==> src/rtl/hdc_sched_pkg.sv <==
// Shared types and default widths for the HDC search scheduler.
// The scan FSM state encoding and the stream tag layout live here.
package hdc_sched_pkg;

    localparam int unsigned DefDataW      = 64;
    localparam int unsigned DefNumClasses = 8;
    localparam int unsigned DefNumFrames  = 3;
    localparam int unsigned DefClassIdW   = $clog2(DefNumClasses);
    localparam int unsigned DefFrameIdxW  = $clog2(DefNumFrames);

    typedef enum logic [1:0] {
        StIdle,
        StRun,
        StDrain
    } scan_state_t;

    typedef struct packed {
        logic [DefClassIdW-1:0]  class_id;
        logic [DefFrameIdxW-1:0] frame_index;
        logic                    class_last;
        logic                    scan_last;
    } scan_tag_t;

endpackage

==> src/rtl/hvec_stream_reg.sv <==
// One-entry valid/ready output register. A load is legal whenever the entry is
// empty or is being accepted in the same cycle; flush empties it unconditionally.
module hvec_stream_reg #(
    parameter int unsigned DataW = 64,
    parameter int unsigned TagW  = 7
) (
    input  logic             clk,
    input  logic             rst_n,
    input  logic             flush_i,
    input  logic             load_i,
    input  logic [DataW-1:0] data_i,
    input  logic [TagW-1:0]  tag_i,
    output logic             load_ready_o,
    output logic [DataW-1:0] data_o,
    output logic [TagW-1:0]  tag_o,
    output logic             valid_o,
    input  logic             ready_i
);

    logic             valid_q, valid_d;
    logic [DataW-1:0] data_q, data_d;
    logic [TagW-1:0]  tag_q, tag_d;

    assign load_ready_o = !valid_q || ready_i;

    always_comb begin
        valid_d = valid_q;
        data_d  = data_q;
        tag_d   = tag_q;
        if (flush_i) begin
            valid_d = 1'b0;
        end else if (load_i) begin
            valid_d = 1'b1;
            data_d  = data_i;
            tag_d   = tag_i;
        end else if (valid_q && ready_i) begin
            valid_d = 1'b0;
        end
    end

    always_ff @(posedge clk or negedge rst_n) begin
        if (!rst_n) begin
            valid_q <= 1'b0;
            data_q  <= '0;
            tag_q   <= '0;
        end else begin
            valid_q <= valid_d;
            data_q  <= data_d;
            tag_q   <= tag_d;
        end
    end

    assign data_o  = data_q;
    assign tag_o   = tag_q;
    assign valid_o = valid_q;

endmodule

==> src/rtl/class_hvec_scan_ctrl.sv <==
// Walks the class hypervector memory frame by frame and streams each frame out
// with class/frame tags. Counters sit at (0,0) whenever the FSM is idle.
module class_hvec_scan_ctrl
    import hdc_sched_pkg::*;
#(
    parameter int unsigned DI_PARALLEL_W_BITS = DefDataW,
    parameter int unsigned NUM_CLASSES        = DefNumClasses,
    parameter int unsigned NUM_FRAMES         = DefNumFrames,
    parameter int unsigned CLASS_ID_W         = $clog2(NUM_CLASSES),
    parameter int unsigned FRAME_IDX_W        = $clog2(NUM_FRAMES)
) (
    input  logic                          clk,
    input  logic                          rst_n,
    input  logic                          start,
    input  logic                          abort,
    input  logic [CLASS_ID_W-1:0]         class_limit,
    output logic                          busy,
    output logic                          done,
    output logic [CLASS_ID_W-1:0]         frame_id,
    output logic [FRAME_IDX_W-1:0]        frame_index,
    input  logic [DI_PARALLEL_W_BITS-1:0] class_vec_in,
    output logic [DI_PARALLEL_W_BITS-1:0] out_data,
    output logic                          out_valid,
    input  logic                          out_ready,
    output logic [CLASS_ID_W-1:0]         out_class_id,
    output logic [FRAME_IDX_W-1:0]        out_frame_index,
    output logic                          out_class_last,
    output logic                          out_scan_last
);

    scan_state_t             state_q, state_d;
    logic [CLASS_ID_W-1:0]   cls_q, cls_d;
    logic [FRAME_IDX_W-1:0]  frm_q, frm_d;
    logic [CLASS_ID_W-1:0]   limit_q, limit_d;
    logic                    done_q, done_d;

    logic                    load;
    logic                    flush;
    logic                    load_ready;
    logic                    last_frm;
    logic                    last_load;
    logic [CLASS_ID_W-1:0]   limit_clamped;
    logic [CLASS_ID_W-1:0]   cur_limit;
    scan_tag_t               tag_in;
    scan_tag_t               tag_out;

    always_comb begin
        limit_clamped = class_limit;
        if (32'(class_limit) >= NUM_CLASSES) begin
            limit_clamped = CLASS_ID_W'(NUM_CLASSES - 1);
        end
    end

    // The first frame loads in the start cycle, before limit_q holds the new limit.
    assign cur_limit = (state_q == StIdle) ? limit_clamped : limit_q;
    assign last_frm  = (frm_q == FRAME_IDX_W'(NUM_FRAMES - 1));
    assign last_load = last_frm && (cls_q == cur_limit);

    always_comb begin
        state_d = state_q;
        cls_d   = cls_q;
        frm_d   = frm_q;
        limit_d = limit_q;
        done_d  = 1'b0;
        load    = 1'b0;
        flush   = 1'b0;

        if (abort) begin
            state_d = StIdle;
            cls_d   = '0;
            frm_d   = '0;
            flush   = 1'b1;
        end else begin
            unique case (state_q)
                StIdle: begin
                    if (start) begin
                        limit_d = limit_clamped;
                        load    = 1'b1;
                    end
                end
                StRun: begin
                    load = load_ready;
                end
                StDrain: begin
                    if (out_valid && out_ready) begin
                        state_d = StIdle;
                        done_d  = 1'b1;
                    end
                end
                default: begin
                    state_d = StIdle;
                end
            endcase

            if (load) begin
                if (last_load) begin
                    cls_d   = '0;
                    frm_d   = '0;
                    state_d = StDrain;
                end else if (last_frm) begin
                    cls_d   = cls_q + CLASS_ID_W'(1);
                    frm_d   = '0;
                    state_d = StRun;
                end else begin
                    frm_d   = frm_q + FRAME_IDX_W'(1);
                    state_d = StRun;
                end
            end
        end
    end

    always_ff @(posedge clk or negedge rst_n) begin
        if (!rst_n) begin
            state_q <= StIdle;
            cls_q   <= '0;
            frm_q   <= '0;
            limit_q <= '0;
            done_q  <= 1'b0;
        end else begin
            state_q <= state_d;
            cls_q   <= cls_d;
            frm_q   <= frm_d;
            limit_q <= limit_d;
            done_q  <= done_d;
        end
    end

    always_comb begin
        tag_in             = '0;
        tag_in.class_id    = cls_q;
        tag_in.frame_index = frm_q;
        tag_in.class_last  = last_frm;
        tag_in.scan_last   = last_load;
    end

    hvec_stream_reg #(
        .DataW (DI_PARALLEL_W_BITS),
        .TagW  ($bits(scan_tag_t))
    ) u_stream_reg (
        .clk          (clk),
        .rst_n        (rst_n),
        .flush_i      (flush),
        .load_i       (load),
        .data_i       (class_vec_in),
        .tag_i        (tag_in),
        .load_ready_o (load_ready),
        .data_o       (out_data),
        .tag_o        (tag_out),
        .valid_o      (out_valid),
        .ready_i      (out_ready)
    );

    assign busy            = (state_q != StIdle);
    assign done            = done_q;
    assign frame_id        = cls_q;
    assign frame_index     = frm_q;
    assign out_class_id    = tag_out.class_id;
    assign out_frame_index = tag_out.frame_index;
    assign out_class_last  = tag_out.class_last;
    assign out_scan_last   = tag_out.scan_last;

endmodule

==> config.mk <==
export PLATFORM = sky130hd
export DESIGN_NAME = class_hvec_scan_ctrl
export DESIGN_NICKNAME = d
export VERILOG_FILES = /design/src/rtl/hdc_sched_pkg.sv /design/src/rtl/hvec_stream_reg.sv /design/src/rtl/class_hvec_scan_ctrl.sv
export SDC_FILE = /design/constraint.sdc
export NUM_CORES = 1
export LEC_CHECK = 0
export CORE_ASPECT_RATIO = 0.7
export CORE_UTILIZATION = 35
export DETAILED_ROUTE_END_ITERATION = 10
export MAX_ROUTING_LAYER = met4
export PLACE_DENSITY = 0.67
export SETUP_SLACK_MARGIN = 0.15
export SYNTH_ARGS = -nofsm -noshare
export SYNTH_HDL_FRONTEND = slang
export SYNTH_HIERARCHICAL = 1
export SYNTH_SLANG_ARGS = --single-unit
==> constraint.sdc <==
create_clock -name clk -period 2.4 [get_ports clk]
set_input_delay 0.48 -clock clk [delete_from_list [all_inputs] [get_ports clk]]
set_output_delay 0.48 -clock clk [all_outputs]
set_load 0.02 [all_outputs]
[Word-level counts from Yosys, hierarchy flattened]
Cells that the tools add are included.
Storage, ports and cells
  flip-flop bits (word level): 83
  latch bits: 0
  RAM bits: 0
  bits in read-only memories: 0
  output and inout bits: 79
  logic and storage cells: 57
  memories kept: 0
Cells by class
  add/subtract/negate cells: 2
  multiply operators: 0
  divide/modulo/power cells: 0
  magnitude comparators: 0
  equality and inequality tests: 6
  shift operators: 0
  muxes and demuxes: 25
  bitwise operators: 2
  reductions and logical operators: 14
Operators by type and width (count)
  two-way mux 2 bit: 8
  two-way mux 3 bit: 5
  two-way mux 1 bit: 10
  AND reduction 2 bit: 3
  nonzero test 3 bit: 2
  == test 2 bit, second input constant: 2
  inequality test 4 bit, second input constant: 1
  one-hot mux 2 bit (2 select lines): 1
  nonzero test 2 bit: 2
  adder 3 x 1 -> 3 bit, second input constant: 1
  == test 3 bit: 1
  inequality test 3 x 1 -> 1 bit, second input constant: 1
  AND reduction 3 bit: 1
  adder 2 x 1 -> 2 bit, second input constant: 1
  == test 2 x 1 -> 1 bit, second input constant: 1
  logical AND 1 bit: 2
  zero test 2 bit: 1
  inverter 1 bit: 2
  one-hot mux 1 bit (2 select lines): 1
  OR reduction 2 bit: 1
  zero test 1 bit: 1
  logical OR 1 bit: 1

[Longest topological paths before layout]
  word-level depth: 7
  depth in mapped cells: 7

[Hierarchy]
The synthesis kept the hierarchy.
Modules (own cells, without submodules)
  hvec_stream_reg: times used 1, cells each 155, area an instance 3052.9 um2
  class_hvec_scan_ctrl: times used 1, cells each 61, area an instance 633.1 um2

[Worst setup path before layout]
OpenSTA, ideal clock, no wires.
  path type: input port to flip-flop
  from: input port out_ready
  to: register u_stream_reg.data_q[0], in the netlist u_stream_reg/data_o[0]
  data arrival time: 1.723 ns
  required time: 2.275 ns
  path slack: 0.552 ns
  stages: 7
  path through: nand2b_1 > mux2i_1 > nor3_1 > nor2b_4 > buf_12 > buf_12 > mux2_4
Between the ends
  cells in the longest elaborated chain, start to end: 5
RTL lines
  start, declared: RTL line class_hvec_scan_ctrl.sv:24  | input logic out_ready,
  logical OR 1 bit: RTL line hvec_stream_reg.sv:24  | assign load_ready_o = !valid_q || ready_i;
  one-hot mux 1 bit (2 select lines): RTL line class_hvec_scan_ctrl.sv:74  | unique case (state_q)
  two-way mux 1 bit (2 in series): RTL line class_hvec_scan_ctrl.sv:68  | if (abort) begin
  named net load: RTL line class_hvec_scan_ctrl.sv:37  | logic load;
  AND reduction 2 bit (no source line)
  end signal, assigned: RTL line hvec_stream_reg.sv:48  | data_q <= data_d;
  end, declared: RTL line hvec_stream_reg.sv:21  | logic [DataW-1:0] data_q, data_d;
The timed path passes the listed nets, and every way through them passes these cells. The select of a mux whose other input is x is not followed.
A chain may end at the register's enable or synchronous reset.

[Worst setup path in the final report]
  from: register state_q[0]
  to: output port busy
Between the ends
  cells in the longest elaborated chain, start to end: 1
RTL lines
  start, declared: RTL line class_hvec_scan_ctrl.sv:31  | scan_state_t state_q, state_d;
  start signal, assigned: RTL line class_hvec_scan_ctrl.sv:114  | state_q <= StIdle;
  start signal, assigned: RTL line class_hvec_scan_ctrl.sv:120  | state_q <= state_d;
  nonzero test 2 bit: RTL line class_hvec_scan_ctrl.sv:153  | assign busy = (state_q != StIdle);
  end, declared: RTL line class_hvec_scan_ctrl.sv:17  | output logic busy,
No other way between the ends.

==> qor.txt <==
status: completed
Seq/Total Area, Yosys: 56.3%
vias in the first global route: 2487
# rows: 30
critical-path cell list: nor2_1, inv_1, clkdlybuf4s50_1
Critical Path Max Stage Delay: 0.61 ns
worst clock skew: 0.00662 ns
setup ws final: 0.273 ns
reg2reg setup slack: 0.52 ns
placed cell area: 5340 um2
synthesized flop and latch total: 83
initial drt markers: 60
largest net degree at the start of global routing: 50
CTS tree: yes
Inserted Diodes: 0
Crit. path cell count: 3
Worst Hold Slack: 0.0995 ns
die area: 11000 um2
synth warn: 6
Initial Util: 37.1%
share of layout cells above drive strength 1: 29.3%
CTS Buf Count: 9
WP data required: 1.92 ns
relative slew slack: 68.8%
DR vias/cell: 4.62
Hold Crit Class: input port to asynchronous set/reset pin
Setup Buffers After CTS: 0
switching power: 1.31 mW
CP Class: flop to output pin
clock transition at the registers of the reported paths: 0.06 ns
antenna violations before repair: 0
mapped cell area: 3690 um2
post-synthesis instance total: 216
cells on worst reg2reg path: 5
port bufs: 150
max-cap violations: 0
count of cell types in the netlist: 35
drt drc: 0
Reg-to-Reg Start: state_q[1]$_DFFE_PN0P_
GRT Total Usage: 16.6%
Vias: 2375
Top delay family on crit path: buffers and inverters
Sink Count: 83
I/O pin cnt: 151
unrepaired setup endpoints after global routing: no
syn_area_per_cell: 17.1 um2
Slew Limit Fails: 0
Setup crit end: busy
CP arrival: 1.65 ns
wire length per cell: 16.5 um
Clk Latency, worst-skew pair: 0.33 ns
Synth Net Count: 289
nets@finish: 455
Switching Share: 28.0%
Post-Layout Cell Count: 514
Routed Antenna Nets: 0
first-pass GRT wire length: 13.4 mm
chip width: 125 um
Leak: 2.47 nW
Fin Setup TNS: 0 ns
Crit-path slowest cell: clkdlybuf4s50_1
Place WS: -0.0915 ns
die height: 87.9 um
fin area: 5630 um2
H-tree levels: 3
part of the power in registers: 39.0%
final worst path period need: 2.13 ns
crit end category: output pin
Layout area overhead: 52.8%
worst reg2reg path endpoint: frame_id[2]$_DFFE_PN0P_
detailed placement HPWL: 6.13 mm
clock power share: 28.5%
Buf/Inv on CP: 2
Comb pwr share: 32.5%
Cell Pwr Density: 826 nW/um2
CTS max path bufs: 2
startpoint types: flop
final setup violation count: 0
peak supply drop: 0.366 mV
CORE AREA: 9950 um2
Final GP Congestion: 0.764
Pint: 3.35 mW
placed cell count: 499
Fin. Hold Viols: 0
Least-Margin Pin Slew: 0.468 ns
Fmax: 470 MHz
first drt pass iteration count: 4
CP max FO: 9
Root Buffer: clkbuf_16
final worst-path cycle share: 88.6%
drt total wl: 8.50 mm
Setup crit start: state_q[0]$_DFFE_PN0P_
total grt overflow: 0
-- synthesized netlist by cell type (all sizes together) --
master   instances  area, um2
dfrtp           83       2080
mux2            75       1110
buf             10        179
a21oi            5       28.8
inv              4       15.0
nand2            4       15.0
nor2             4       15.0
o21ai            4       20.0
nor2b            3       26.3
and3             2       13.8
mux2i            2       20.0
nand3            2       10.0
or3              2       12.5
a2111oi          1       8.76
a21o             1       7.51
a221o            1       10.0
a22o             1       10.0
a22oi            1       21.3
ha               1       12.5
nand2b           1       6.26
nand3b           1       7.51
nor3             1       5.00
nor3b            1       7.51
nor4b            1       8.76
o21a             1       7.51
o21bai           1       7.51
o221a            1       11.3
o22ai            1       6.26
xor2             1       8.76
-- cell families (layout without fill, tap and decap cells) --
group	after synthesis	in the layout	synth area share [%]
DFF	83	83	56.3
muxes	77	77	30.6
and+or+nand+nor	22	22	3.46
AOI/OAI and AO/OA	18	18	3.77
buffers and inverters	14	184	5.26
adders and majority gates	1	1	0.339
xor gates and xnor gates	1	1	0.238
-- per-layer routing --
| metal | global-route usage, % | part of all wire, % | vias up |
|---|---|---|---|
| li1 | - | - | 1099 |
| met1 | 23.8 | 51 | 1154 |
| met2 | 22.0 | 41 | 114 |
| met3 | 5.62 | 6.6 | 8 |
| met4 | 3.94 | 0.81 | 0 |
| met5 | - | 0 | - |
-- power by group through the flow --
stage | Combinational [mW] | Sequential (mW) | Clock, mW
2_1_floorplan | 0.486 | 2.12 | 0
3_3_place_gp | 1.50 | 1.83 | 0
3_5_place_dp | 1.52 | 1.83 | 0
4_1_cts | 1.52 | 1.82 | 1.37
5_1_grt | 1.58 | 1.85 | 1.42
6_report | 1.51 | 1.82 | 1.33
-- sequential cells by signal, summed over array words and instances (netlist names) --
| name | cells |
|---|---|
| u_stream_reg/data_o | 64 |
| u_stream_reg/tag_o | 7 |
| frame_id | 3 |
| limit_q | 3 |
| frame_index | 2 |
| state_q | 2 |
| done | 1 |
| u_stream_reg/valid_o | 1 |
-- placed cells by master, fill, tap and decap left out, types with 4 or more instances in the layout --
cell type and n:
o21ai_0 4, nand2_1 4, nor2_1 4, buf_12 5
dfrtp_1 82, mux2_2 5, clkbuf_16 9, inv_1 4
clkdlybuf4s50_1 149, buf_4 11, mux2_4 70, a21oi_1 4
-- timing repair --
action / 4_1_cts / 5_1_grt
gates resized for setup: 0 / 2
endpoints found under the setup margin: 0 / 2
hold buffers: 0 / 0
-- how the worst min path moves through the flow --
stage	from	endpoint	slack (ns)	depth (start not counted)
floorplan	rst_n	done$_DFF_PN0_	0.18	0
global placement	rst_n	u_stream_reg/data_o[58]$_DFFE_PN0P_	0.46	1
detailed placement	rst_n	u_stream_reg/data_o[58]$_DFFE_PN0P_	0.47	1
CTS	rst_n	u_stream_reg/data_o[59]$_DFFE_PN0P_	0.11	1
global route	rst_n	u_stream_reg/data_o[59]$_DFFE_PN0P_	0.13	1
finish	rst_n	u_stream_reg/data_o[58]$_DFFE_PN0P_	0.1	1
-- stage by stage --
| stage | util [%] | power [mW] |
|---|---|---|
| final | 56.6 | 4.65 |
| after global placement | 53.7 | 3.33 |
| after floorplan | - | 2.61 |
| after CTS | 56.6 | 4.72 |
| after global routing | 56.6 | 4.86 |
| after detailed placement | 53.7 | 3.35 |
-- final cells by class --
cell class / count / area (um2)
clock buffer: 10 / 229
sequential: 83 / 2080
inverter: 4 / 15.0
fill: 808 / 4320
tap: 128 / 160
timing repair buffer: 165 / 1670
multi-input combinational: 119 / 1420
clock inverter: 5 / 55.1
Power figures use the tool's default switching activity.
